**src/rtl/rnn_matvec.sv**
```systemverilog
// ---------------------------------------------------------------------------
// rnn_matvec
//
// Register-mapped matrix-vector engine: y[c] = (sum_r x[r] * W[r][c]) >>> FRAC_BITS.
// One MAC per clock while running. The row index r moves fastest and the
// column index c slowest. Each y[c] is committed on the cycle its last MAC
// completes.
//
// Write map (addr[2:0]):
//   0 control {data_in[0] = start}
//   1 vector  {idx[31:16], value[15:0]}
//   2 weight  {row[31:24], col[23:16], value[15:0]}
//   4 result select {data_in[7:0]}
// Read map (addr[2:0]):
//   0 status {30'b0, done, busy}
//   4 y[sel] sign-extended (0 when sel >= OUT_DIM)
//
// Ports:
//   clk      sole clock, rising edge
//   rst      synchronous active-high reset
//   read     register read strobe; data_out updates on the following edge
//   write    register write strobe; wins over a coincident read, and the read
//            returns the pre-write value
//   addr     register address; only addr[2:0] is decoded
//   data_in  write data
//   data_out registered read data, held while read is low
//
// Optional feature: define RNN_MATVEC_SAT_EN to saturate each shifted result
// to the DATA_W signed range. Without it, results wrap to the low DATA_W bits.
// ---------------------------------------------------------------------------
module rnn_matvec #(
    parameter int IN_DIM    = 2,
    parameter int OUT_DIM   = 4,
    parameter int DATA_W    = 16,
    parameter int FRAC_BITS = 0
) (
    input  logic        clk,
    input  logic        rst,
    input  logic        read,
    input  logic        write,
    input  logic [31:0] addr,
    input  logic [31:0] data_in,
    output logic [31:0] data_out
);
    localparam int ACC_W = 2 * DATA_W + 8;
    localparam int XI_W  = (IN_DIM > 1) ? $clog2(IN_DIM) : 1;
    localparam int YI_W  = (OUT_DIM > 1) ? $clog2(OUT_DIM) : 1;

    localparam logic [XI_W-1:0] ROW_LAST = XI_W'(IN_DIM - 1);
    localparam logic [YI_W-1:0] COL_LAST = YI_W'(OUT_DIM - 1);

    localparam logic [2:0] A_CTRL = 3'd0;
    localparam logic [2:0] A_VEC  = 3'd1;
    localparam logic [2:0] A_WGT  = 3'd2;
    localparam logic [2:0] A_SEL  = 3'd4;

    typedef enum logic [1:0] {S_IDLE, S_RUN, S_DONE} state_t;

    state_t                   r_state;
    logic                     r_busy;
    logic                     r_done;
    logic [XI_W-1:0]          r_row;
    logic [YI_W-1:0]          r_col;
    logic signed [ACC_W-1:0]  r_acc;
    logic [7:0]               r_sel;
    logic [31:0]              r_data_out;
    logic signed [DATA_W-1:0] r_x [IN_DIM];
    logic signed [DATA_W-1:0] r_w [IN_DIM][OUT_DIM];
    logic signed [DATA_W-1:0] r_y [OUT_DIM];

    logic                     w_wr_vec;
    logic                     w_wr_wgt;
    logic                     w_wr_sel;
    logic                     w_start;
    logic                     w_vec_ok;
    logic                     w_wgt_ok;
    logic [XI_W-1:0]          w_vec_idx;
    logic [XI_W-1:0]          w_wgt_row;
    logic [YI_W-1:0]          w_wgt_col;
    logic signed [DATA_W-1:0] w_value;
    logic signed [ACC_W-1:0]  w_prod;
    logic signed [ACC_W-1:0]  w_acc_next;
    logic signed [ACC_W-1:0]  w_shift;
    logic signed [DATA_W-1:0] w_y_next;
    logic [31:0]              w_rd_data;
    logic                     w_unused;

    assign w_wr_vec = write && (addr[2:0] == A_VEC);
    assign w_wr_wgt = write && (addr[2:0] == A_WGT);
    assign w_wr_sel = write && (addr[2:0] == A_SEL);
    assign w_start  = write && (addr[2:0] == A_CTRL) && data_in[0];

    // Range checks use the full index fields so that out-of-range indices
    // cannot alias onto a valid entry through the narrower array index.
    assign w_vec_ok  = ({16'd0, data_in[31:16]} < 32'(IN_DIM));
    assign w_wgt_ok  = ({24'd0, data_in[31:24]} < 32'(IN_DIM)) &&
                       ({24'd0, data_in[23:16]} < 32'(OUT_DIM));
    assign w_vec_idx = data_in[16 +: XI_W];
    assign w_wgt_row = data_in[24 +: XI_W];
    assign w_wgt_col = data_in[16 +: YI_W];
    assign w_value   = data_in[DATA_W-1:0];

    // The accumulator restarts with the first row of every column.
    assign w_prod     = ACC_W'(r_x[r_row]) * ACC_W'(r_w[r_row][r_col]);
    assign w_acc_next = (r_row == '0) ? w_prod : r_acc + w_prod;
    assign w_shift    = w_acc_next >>> FRAC_BITS;

`ifdef RNN_MATVEC_SAT_EN
    localparam logic signed [ACC_W-1:0] SAT_MAX =
        {{(ACC_W - DATA_W + 1){1'b0}}, {(DATA_W - 1){1'b1}}};
    localparam logic signed [ACC_W-1:0] SAT_MIN = ~SAT_MAX;

    always_comb begin
        w_y_next = w_shift[DATA_W-1:0];
        if (w_shift > SAT_MAX) begin
            w_y_next = SAT_MAX[DATA_W-1:0];
        end else if (w_shift < SAT_MIN) begin
            w_y_next = SAT_MIN[DATA_W-1:0];
        end
    end
`else
    assign w_y_next = w_shift[DATA_W-1:0];
`endif

    // NOTE: default assigned first so every path drives w_rd_data; no latch is inferred.
    always_comb begin
        w_rd_data = '0;
        case (addr[2:0])
            A_CTRL: w_rd_data = {30'd0, r_done, r_busy};
            A_SEL: begin
                if ({24'd0, r_sel} < 32'(OUT_DIM)) begin
                    w_rd_data = 32'(r_y[r_sel[YI_W-1:0]]);
                end
            end
            default: w_rd_data = '0;
        endcase
    end

    // NOTE: non-blocking assignments so every register samples pre-edge values,
    // which is also what makes a coincident read return the pre-write data.
    always_ff @(posedge clk) begin
        if (rst) begin
            r_state    <= S_IDLE;
            r_busy     <= 1'b0;
            r_done     <= 1'b0;
            r_row      <= '0;
            r_col      <= '0;
            r_acc      <= '0;
            r_sel      <= '0;
            r_data_out <= '0;
            // NOTE: the x, W and y storage is cleared explicitly because reset must
            // leave every entry at zero; this is a register file, not a RAM macro.
            for (int r = 0; r < IN_DIM; r++) begin
                r_x[r] <= '0;
                for (int c = 0; c < OUT_DIM; c++) begin
                    r_w[r][c] <= '0;
                end
            end
            for (int c = 0; c < OUT_DIM; c++) begin
                r_y[c] <= '0;
            end
        end else begin
            if (read) begin
                r_data_out <= w_rd_data;
            end
            if (w_wr_sel) begin
                r_sel <= data_in[7:0];
            end

            case (r_state)
                S_IDLE, S_DONE: begin
                    if (w_wr_vec && w_vec_ok) begin
                        r_x[w_vec_idx] <= w_value;
                    end
                    if (w_wr_wgt && w_wgt_ok) begin
                        r_w[w_wgt_row][w_wgt_col] <= w_value;
                    end
                    if (w_start) begin
                        r_state <= S_RUN;
                        r_busy  <= 1'b1;
                        r_done  <= 1'b0;
                        r_row   <= '0;
                        r_col   <= '0;
                    end
                end
                S_RUN: begin
                    r_acc <= w_acc_next;
                    if (r_row == ROW_LAST) begin
                        r_y[r_col] <= w_y_next;
                        r_row      <= '0;
                        if (r_col == COL_LAST) begin
                            r_state <= S_DONE;
                            r_busy  <= 1'b0;
                            r_done  <= 1'b1;
                        end else begin
                            r_col <= r_col + YI_W'(1);
                        end
                    end else begin
                        r_row <= r_row + XI_W'(1);
                    end
                end
                default: begin
                    r_state <= S_IDLE;
                    r_busy  <= 1'b0;
                    r_done  <= 1'b0;
                end
            endcase
        end
    end

    assign data_out = r_data_out;

    // Address bits above [2:0] and value bits beyond DATA_W are intentionally ignored.
    assign w_unused = ^{addr[31:3], data_in};

endmodule

```
**config.mk**
```make
export PLATFORM = sky130hd
export DESIGN_NAME = rnn_matvec
export DESIGN_NICKNAME = d
export VERILOG_FILES = /design/src/rtl/rnn_matvec.sv
export SDC_FILE = /design/constraint.sdc
export NUM_CORES = 1
export LEC_CHECK = 0
export CORE_ASPECT_RATIO = 1.2
export CORE_MARGIN = 2
export CORE_UTILIZATION = 45
export CTS_CLUSTER_DIAMETER = 40
export CTS_CLUSTER_SIZE = 28
export DETAILED_ROUTE_END_ITERATION = 6
export DONT_BUFFER_PORTS = 1
export PLACE_DENSITY = 0.6
export SETUP_SLACK_MARGIN = 0.15
export SLEW_MARGIN = 20
export SYNTH_ARGS = -nofsm -noshare
export SYNTH_HDL_FRONTEND = slang
export SYNTH_SLANG_ARGS = --single-unit
```
**constraint.sdc**
```tcl
create_clock -name clk -period 17 [get_ports clk]
set_input_delay 5.1 -clock clk [delete_from_list [all_inputs] [get_ports clk]]
set_output_delay 5.1 -clock clk [all_outputs]
set_load 0.01 [all_outputs]
```
==> key figures <==
Drt
  • DR DRC count: 0
  • Detail Route Antenna Nets: 0
  • Length of the first detailed-routing pass in iterations: 5
  • Routed wire length: 37.0 mm
  • Drt initial violations: 521
  • Via Count: 10.2k
  • Vias per cell: 5.35
  • WL per Instance: 19.5 um

Clocking
  • CTS tree: built
  • Worst skew pair latency: 0.53 ns
  • CTS-repair resized insts: 0
  • Post-CTS Setup Bufs: 0
  • Hold-fix buffers at CTS: 0
  • CTS root buf: clkbuf_16
  • Clock-pin slew on the worst setup and hold paths: 0.06 ns
  • H-tree depth: 2
  • Total CTS buffers: 34
  • Clk sinks: 272
  • Clock Path Buffers: 3

Floorplanning
  • Die height: 214 um
  • Chip width: 179 um
  • I/O pin cnt: 100
  • Starting density of the core: 45.4%
  • Area of the die: 38500 um^2
  • Rows: 77
  • Core Area: 36600 um^2

Synthesis
  • Top cell type's share of synthesized area: 40.5%
  • Ranking of synthesized cells by area: edfxtp_1 (41%), fa_1 (9.6%), mux4_2 (6.0%), ha_1 (5.9%), dfxtp_1 (5.8%)
  • Syn Inst Count: 1426
  • Area leader, netlist: edfxtp_1
  • Register bit total from synthesis: 272
  • EDFF count, synth: 224
  • Seq/Total Area, Yosys: 46.3%
  • Mapped Area: 16600 um^2
  • Most common cell in the synthesized netlist: edfxtp_1
  • Yosys synthesis warning count: 0
  • Post-synth ARST share: 0%
  • Avg Inst Size Synth: 11.6 um^2
  • Syn Nets: 1652
  • Primary FF master, synth: edfxtp_1
  • Count of different cell masters after synthesis: 60
  • Post-synth top cells: edfxtp_1 (224), nor2_1 (173), inv_1 (151), and2_1 (123), fa_1 (80)

Critical path
  • Critical Path RT: 17.25 ns
  • RR Startpoint: r_col[0]$_SDFFE_PP0P_
  • WP buf/inv: 6
  • Worst Path Max Fanout: 25
  • Critical Path Max Stage Delay: 0.80 ns
  • Reg-to-reg endpoint: r_y[3][14]$_DFFE_PP_
  • Setup crit start kind: flop
  • Crit path kind: flop to flop
  • Worst Path Arrival: 9.08 ns
  • Crit path max-delay cell type: dfxtp_1
  • Cell family with most CP delay: adder cells
  • CP endpoint kind: flop
  • Worst reg2reg path depth: 27
  • Register-to-register setup slack: 8.17 ns
  • Most frequent CP cell: inv_1

Placement
  • Detail Placement HPWL: 25.5 mm
  • PortBufs: 0
  • Gpl congestion: 0.810

Timing
  • Fin crit share: 51.9%
  • Slew headroom: 30.4%
  • Final setup TNS: 0 ns
  • Final Slew Violations: 0
  • # setup viols final: 0
  • F_max: 0.113 GHz
  • Endpoints failing hold: 0
  • Period minus WS final: 8.83 ns
  • Post-Route Skew: 0.0215 ns
  • Unrepaired setup endpoints after global routing: no
  • Worst slew pin tran: 1.04 ns

Final layout
  • Filler Cells Inserted: 3267
  • Area Overhead vs Synth: 8.87%
  • Final nets: 1628
  • Layout cells sized above 1: 11.6%
  • # diodes: 0

Global routing
  • Overflow after GRT: 0
  • Largest net degree at the start of global routing: 62
  • Initial antenna violation count: 0
  • GRT Util Overall: 20.1%
  • First-pass GRT wire length: 59.1 mm
  • Vias in the first global route: 10.6k

Worst hold path
  • Hold Path End: r_sel[3]$_SDFFE_PP0P_
  • Type of the tightest min-delay check: flop to flop
  • Hold depth: 2
  • Hold Startpoint: r_sel[3]$_SDFFE_PP0P_

Flow run
  • Max-Cap Viols: 0

Run status
  • Outcome: complete, no violations
cells by family after synthesis:
logic type	synth area share, %
simple gates	14.9
flops	46.3
buf+inv	5.92
fa+ha+maj	15.5
compound gates	4.52
mux	9.89
xor+xnor	2.93
worst max path at each step:
stage | from | to | slack (ns) | cells after the start
6_report | r_col[0]$_SDFFE_PP0P_ | r_y[3][14]$_DFFE_PP_ | 8.17 | 27
5_1_grt | r_col[0]$_SDFFE_PP0P_ | r_acc[14]$_SDFFE_PP0P_ | 7.63 | 28
4_1_cts | r_col[0]$_SDFFE_PP0P_ | r_acc[14]$_SDFFE_PP0P_ | 8.17 | 28
3_5_place_dp | r_col[0]$_SDFFE_PP0P_ | r_acc[14]$_SDFFE_PP0P_ | 8.18 | 28
3_3_place_gp | r_col[0]$_SDFFE_PP0P_ | r_acc[14]$_SDFFE_PP0P_ | 8.23 | 28
2_1_floorplan | rst | r_w[1][0]$_DFFE_PP_ | 9.09 | 7
layout make-up:
class / instances / area, um^2 / share of cell area (%)
Multi-Input combinational cell: 925 / 8000 / 44.2
Sequential cell: 272 / 7690 / 42.6
Clock buffer: 39 / 891 / 4.93
Tap cell: 474 / 593 / 3.28
Inverter: 152 / 571 / 3.16
Clock inverter: 20 / 206 / 1.14
Timing Repair Buffer: 17 / 128 / 0.706
worst min-delay path, cell delays in order, from the launching register on:
cell	delay, ns
dfxtp_1	0.30
nand2_1	0.05
a21oi_1	0.06
per-layer routing:
layer / track usage (%) / part of all wire, % / vias up
met5: 0 / 0 / -
met4: 6.75 / 2.9 / 0
met3: 3.40 / 4.3 / 61
met2: 35.3 / 52 / 217
met1: 24.9 / 41 / 5071
li1: - / - / 4813
state kept, by name (all words and copies together) (netlist names), named ones only:
register	count
r_sel	8
r_row	1
r_acc	16
r_col	2
r_w	128
r_y	64
r_state	2
r_x	32
data_out	16
through the flow:
stage | std cells | utilization [%] | setup WS, ns | hold slack (ns) | instance area [um^2]
after floorplan | 1426 | - | 9.09 | 0.431 | 16600
after global placement | 1840 | 46.3 | 8.23 | 0.436 | 17000
after detailed placement | 1840 | 46.4 | 8.18 | 0.441 | 17000
after CTS | 1899 | 49.4 | 8.17 | 0.449 | 18100
after global routing | 1899 | 49.4 | 7.63 | 0.457 | 18100
final | 1899 | 49.4 | 8.17 | 0.448 | 18100
placed cells by master (no fill, tap or decap), drive strengths merged, types with 11 or more instances in the layout:
master	count
edfxtp	224
nor2	173
inv	162
and2	123
fa	80
ha	78
nand2	76
a21oi	54
dfxtp	48
mux4	47
nand2b	39
clkbuf	39
xnor2	38
mux2i	32
nand3	25
and3	19
mux2	18
o21ai	17
buf	17
a211oi	16
or2	11
Power is not shown: default switching activity piles up to over one toggle a cycle in this logic, so the estimate is an artifact.
